<file path="config.mk">
export PLATFORM = sky130hd
export DESIGN_NAME = subleq_ctrl_fsm
export DESIGN_NICKNAME = d
export VERILOG_FILES = /design/src/rtl/subleq_pkg.sv /design/src/rtl/subleq_ctrl_fsm_alu.sv /design/src/rtl/subleq_ctrl_fsm.sv
export SDC_FILE = /design/constraint.sdc
export NUM_CORES = 1
export LEC_CHECK = 0
export CORE_AREA = 2 2 242 244
export CTS_CLUSTER_DIAMETER = 30
export DETAILED_ROUTE_END_ITERATION = 8
export DIE_AREA = 0 0 244 246
export DONT_BUFFER_PORTS = 1
export SYNTH_ARGS = -nofsm -noshare
export SYNTH_HDL_FRONTEND = slang
export SYNTH_HIERARCHICAL = 1
export SYNTH_SLANG_ARGS = --single-unit
</file>
<file path="constraint.sdc">
create_clock -name clk -period 5.5 [get_ports clk]
set_input_delay 0.825 -clock clk [delete_from_list [all_inputs] [get_ports clk]]
set_output_delay 0.825 -clock clk [all_outputs]
set_load 0.03 [all_outputs]
</file>
<file path="src/rtl/subleq_pkg.sv">
// Shared definitions for the SUBLEQ sequencing controller: datapath width,
// default fall-through stride, FSM state encoding and the <=0 test.
package subleq_pkg;

    localparam int SUBLEQ_W = 64;

    localparam logic [SUBLEQ_W-1:0] SUBLEQ_STRIDE = 64'd3;

    typedef enum logic [2:0] {
        IDLE   = 3'd0,
        FETCH  = 3'd1,
        DECODE = 3'd2,
        LOAD   = 3'd3,
        EXEC   = 3'd4,
        HALT   = 3'd5
    } state_t;

    // Signed "less than or equal to zero" on a two's complement word.
    function automatic logic is_leq(input logic [SUBLEQ_W-1:0] value);
        return value[SUBLEQ_W-1] | (value == '0);
    endfunction

endpackage

</file>
<file path="src/rtl/subleq_ctrl_fsm_alu.sv">
// Combinational subtract-and-test for the EXEC cycle: diff = mem_b - mem_a
// (wrapping), leq flags a signed result <= 0.
module subleq_alu
    import subleq_pkg::*;
(
    input  logic [SUBLEQ_W-1:0] mem_a,
    input  logic [SUBLEQ_W-1:0] mem_b,
    output logic [SUBLEQ_W-1:0] diff,
    output logic                leq
);

    assign diff = mem_b - mem_a;
    assign leq  = is_leq(diff);

endmodule

</file>
<file path="src/rtl/subleq_ctrl_fsm.sv">
// SUBLEQ sequencing controller. Runs a 4-cycle loop
// FETCH -> DECODE -> LOAD -> EXEC against a memory with registered reads.
// Optional feature macro: SUBLEQ_HALT_EN (a taken branch to a negative C
// retires the instruction and parks the FSM in HALT until rst).
//
// state  | meaning
// -------+---------------------------------------------------------------
// IDLE   | waiting for run; no strobes
// FETCH  | read_en_abc, operand triple addressed by pc
// DECODE | triple arrives; latch addr_a, addr_b, c_reg
// LOAD   | read_en_a / read_en_b for mem[addr_a], mem[addr_b]
// EXEC   | write diff to mem[addr_b], update pc, retire
// HALT   | sticky stop (only with SUBLEQ_HALT_EN); no strobes
module subleq_ctrl_fsm
    import subleq_pkg::*;
#(
    parameter logic [63:0] PC_RESET = 64'd0,
    parameter logic [63:0] STRIDE   = SUBLEQ_STRIDE
) (
    input  logic        clk,
    input  logic        rst,
    input  logic        run,
    input  logic [63:0] data_out_a,
    input  logic [63:0] data_out_b,
    input  logic [63:0] data_out_c,
    input  logic [63:0] data_out_mem_a,
    input  logic [63:0] data_out_mem_b,
    output logic [63:0] pc,
    output logic [63:0] addr_a,
    output logic [63:0] addr_b,
    output logic [63:0] data_in,
    output logic        write_en_b,
    output logic        read_en_abc,
    output logic        read_en_a,
    output logic        read_en_b,
    output logic        halted,
    output logic [31:0] instr_count
);

    state_t      state;
    logic [63:0] c_reg;
    logic [63:0] diff;
    logic        leq;
    logic        halt_now;

    subleq_alu u_alu (
        .mem_a (data_out_mem_a),
        .mem_b (data_out_mem_b),
        .diff  (diff),
        .leq   (leq)
    );

`ifdef SUBLEQ_HALT_EN
    assign halt_now = leq & c_reg[63];
    assign halted   = (state == HALT);
`else
    assign halt_now = 1'b0;
    assign halted   = 1'b0;
`endif

    // Strobes decode straight from the state register so each is exactly one
    // cycle wide; the write is gated by rst so an aborted EXEC never commits.
    assign read_en_abc = (state == FETCH);
    assign read_en_a   = (state == LOAD);
    assign read_en_b   = (state == LOAD);
    assign write_en_b  = (state == EXEC) & ~rst;
    assign data_in     = (state == EXEC) ? diff : '0;

    // Instruction sequencer: state, operand latches, pc and retire counter.
    always_ff @(posedge clk) begin
        if (rst) begin
            state       <= IDLE;
            pc          <= PC_RESET;
            addr_a      <= '0;
            addr_b      <= '0;
            c_reg       <= '0;
            instr_count <= '0;
        end else begin
            case (state)
                IDLE: begin
                    if (run) state <= FETCH;
                end
                FETCH: begin
                    state <= DECODE;
                end
                DECODE: begin
                    addr_a <= data_out_a;
                    addr_b <= data_out_b;
                    c_reg  <= data_out_c;
                    state  <= LOAD;
                end
                LOAD: begin
                    state <= EXEC;
                end
                EXEC: begin
                    instr_count <= instr_count + 32'd1;
                    if (halt_now) begin
                        // pc is left pointing at the halting instruction.
                        state <= HALT;
                    end else begin
                        pc    <= leq ? c_reg : pc + STRIDE;
                        state <= run ? FETCH : IDLE;
                    end
                end
                HALT: begin
                    state <= HALT;
                end
                default: begin
                    state <= IDLE;
                end
            endcase
        end
    end

endmodule

</file>
==> results.cfg <==
[status]
status = complete, no violations

[synthesis]
synth-edff-count = 0
yosys_most_used_dff = dfxtp_1
yosysSeqAreaShare = 0.322
yosys_register_bits = 291
synth_area_leaders = dfxtp_1 32%, nand2_1 11%, a21oi_1 9.1%
ys_async_sr_fraction = 0
synth_area_sq_um = 18100
syn_nets = 2854
ys_types = 108
synth_largest_area_cell = dfxtp_1
synth_top_area_frac = 0.322
synth_area_per_cell_sq_um = 7.33
synthCells = 2465
yosys_warnings = 6

[detailed_routing]
drc = 0
met3WireLength_um = 7850
viasPerCell = 5.71
ant_nets = 0
dr.pass1.iters = 6
drtIter0Drc = 1826
wl_met1_um = 28100
via_count = 18900
wl_met2_um = 35500
drt-total-wl_um = 73800
top_layer = met5
detail_route.wl_per_cell_um = 22.3

[die]
ios = 616
die_area_sq_um = 60000
placementRows = 88
die_height_um = 246
dieWidth_um = 244
start_util = 0.315
core_sq_um = 57400

[placement]
io_buffers = 0
preCtsSetupSlack_ns = -0.0799
gp_congestion = 0.967
dpl.hpwl_um = 56200

[clocking]
cts-hold-fix-buffers = 0
cts_setup_buffers = 0
root_buffer = clkbuf_16
htreeDepth = 3
clk_latency_ns = 0.60
cts_tree = done
cts.sink_count = 291
post_cts_resized = 0
cts.reportedPaths.clkPinSlew_ns = 0.04
cts_buffers = 75
clk_path_buf_depth = 3

[power]
p_leak_uw = 0.00813
pwr-share-seq = 0.292
power.density_nw_per_um2 = 386
ir_drop_mv = 0.318
p_switching_uw = 2460
cellInternalPower_uw = 6020
p_comb_frac = 0.153
p_clk_frac = 0.555
switching_share = 0.290

[timing]
drv_slew = 0
max_freq_ghz = 0.187
fin_ws_ns = 0.162
relSlewSlack = 0.0961
fin_worst_skew_ns = 0.0342
fin_setup_tns_ns = 0
setup_violations = 0
hold_violations = 0
post-route-period-util = 0.971
worst_pin_slew_ns = 1.34
fin_crit_ns = 5.34
grt_setup_unrepaired = no

[grt]
antenna_found_initial = 6
grt_pass1_vias = 18200
grt_overflow_total = 0
grt_pass1_wl_um = 108000
grt_start_max_net_pins = 288
grt_use_total = 0.230

[finish]
drive_gt1_frac = 0.122
fillers = 5940
fin_nets = 2877
final-seq-area_sq_um = 5830
multiInputGateArea_sq_um = 11200
areaGrowthSynthToFinish_pct = 21.6

[min_path]
min_path_cells = 1
worstHoldPathType = input pin to flop
worstHoldStart = rst

[setup_path]
cp_data_required_time_ns = 4.68
end_kind = output port
slowest_stage = xnor2_1
critPathKind = input pin to output port
reg2reg_from = pc[0]$_SDFFE_PP0N_
cp-start-kind = input pin
crit_family = compound AO/OA/AOI/OAI gates
path_buf_inv = 4
crit_chain = inv_1 -> ha_1 -> nor2_1 -> a211oi_4 -> buf_4 -> o31ai_4 -> a31oi_4 -> a2111oi_2 -> nor2_1 -> a31o_1 -> a31oi_1 -> o21bai_1 -> xnor2_1 -> buf_4 -> and2_1 -> buf_12
r2r_cells = 7
path_depth = 16
max_stage_delay_ns = 0.51
cp-startpoint = data_out_mem_a[2]
path_max_fanout = 7
arrival_ns = 4.51

[run]
drv_cap = 0
[power by group through the flow]
stage	Sequential (uW)	Clock (uW)	Combinational (uW)
finish	2480	4710	1300
global route	2480	4890	1420
CTS	2480	4760	1280
detailed placement	2510	0	1280
global placement	2510	0	1270
floorplan	2460	0	885
[area by class of cell]
cell class                      instances  area share
Sequential cell                       291       0.265
Clock inverter                         42      0.0294
Timing Repair Buffer                  105      0.0382
Multi-Input combinational cell       1917       0.510
Clock buffer                           95      0.0962
Tap cell                              765      0.0436
Inverter                               98      0.0167
Antenna cell                            3    0.000342
[logic make-up (layout without fill, tap and decap cells)]
logic type | Yosys count | after routing | share of synthesized area
AO/OA/AOI/OAI | 684 | 684 | 0.238
buffers and inverters | 257 | 340 | 0.0578
multiplexers | 11 | 11 | 0.00644
other | 1 | 4 | 0.000208
AND/OR/NAND/NOR | 1087 | 1087 | 0.296
adder cells (fa/ha/maj) | 66 | 66 | 0.0461
XOR/XNOR | 68 | 68 | 0.0330
flip-flops | 291 | 291 | 0.322
[synth_stat cells (33+ instances only)]
| cell | n |
|---|---|
| nand2_1 | 533 |
| a21oi_1 | 328 |
| dfxtp_1 | 291 |
| clkbuf_1 | 123 |
| nor2_1 | 112 |
| inv_1 | 97 |
| o21ai_0 | 87 |
| and2_1 | 85 |
| ha_1 | 65 |
| nand3_1 | 63 |
| nand4_1 | 52 |
| nor3_1 | 45 |
| xnor2_1 | 39 |
| or3_1 | 36 |
| a31oi_1 | 33 |
[routing by layer]
metal / up-vias / GRT usage
li1: 8835 / -
met1: 8963 / 0.263
met2: 970 / 0.392
met3: 157 / 0.0856
met4: 8 / 0.0789
met5: - / 0
[path summary, 6_finish.rpt]
kind                             to  slack [ns]
max reg2reg     pc[50]$_SDFFE_PP0N_        2.01
min reg2reg  c_reg[13]$_SDFFE_PP0P_        0.45
min          c_reg[50]$_SDFFE_PP0P_        0.35
max                     data_in[63]        0.16
[cells in the final DEF, fill, tap and decap left out, drive strengths merged, types with 18 or more instances in the layout]
cell,n
nor2,113
nor4,35
nor3,47
o211ai,22
xnor2,39
dfxtp,291
and2,85
nand3,67
buf,105
a21o,33
xor2,29
ha,65
o21ai,95
clkbuf,95
a21oi,338
nand4,58
inv,99
nand2,534
clkinv,24
and3,30
or3,36
a31oi,34
a211oi,18
[per-stage QoR]
step	util	instance area (sq um)	total power [uW]	std cells	hold slack, ns
6_report	0.383	22000	8480	3316	0.350
5_1_grt	0.383	22000	8790	3314	0.328
4_1_cts	0.383	22000	8520	3313	0.282
3_5_place_dp	0.335	19200	3790	3176	0.445
3_3_place_gp	0.335	19200	3780	3176	0.438
2_1_floorplan	-	18100	3350	2465	0.431
Power figures use the tool's default switching activity.
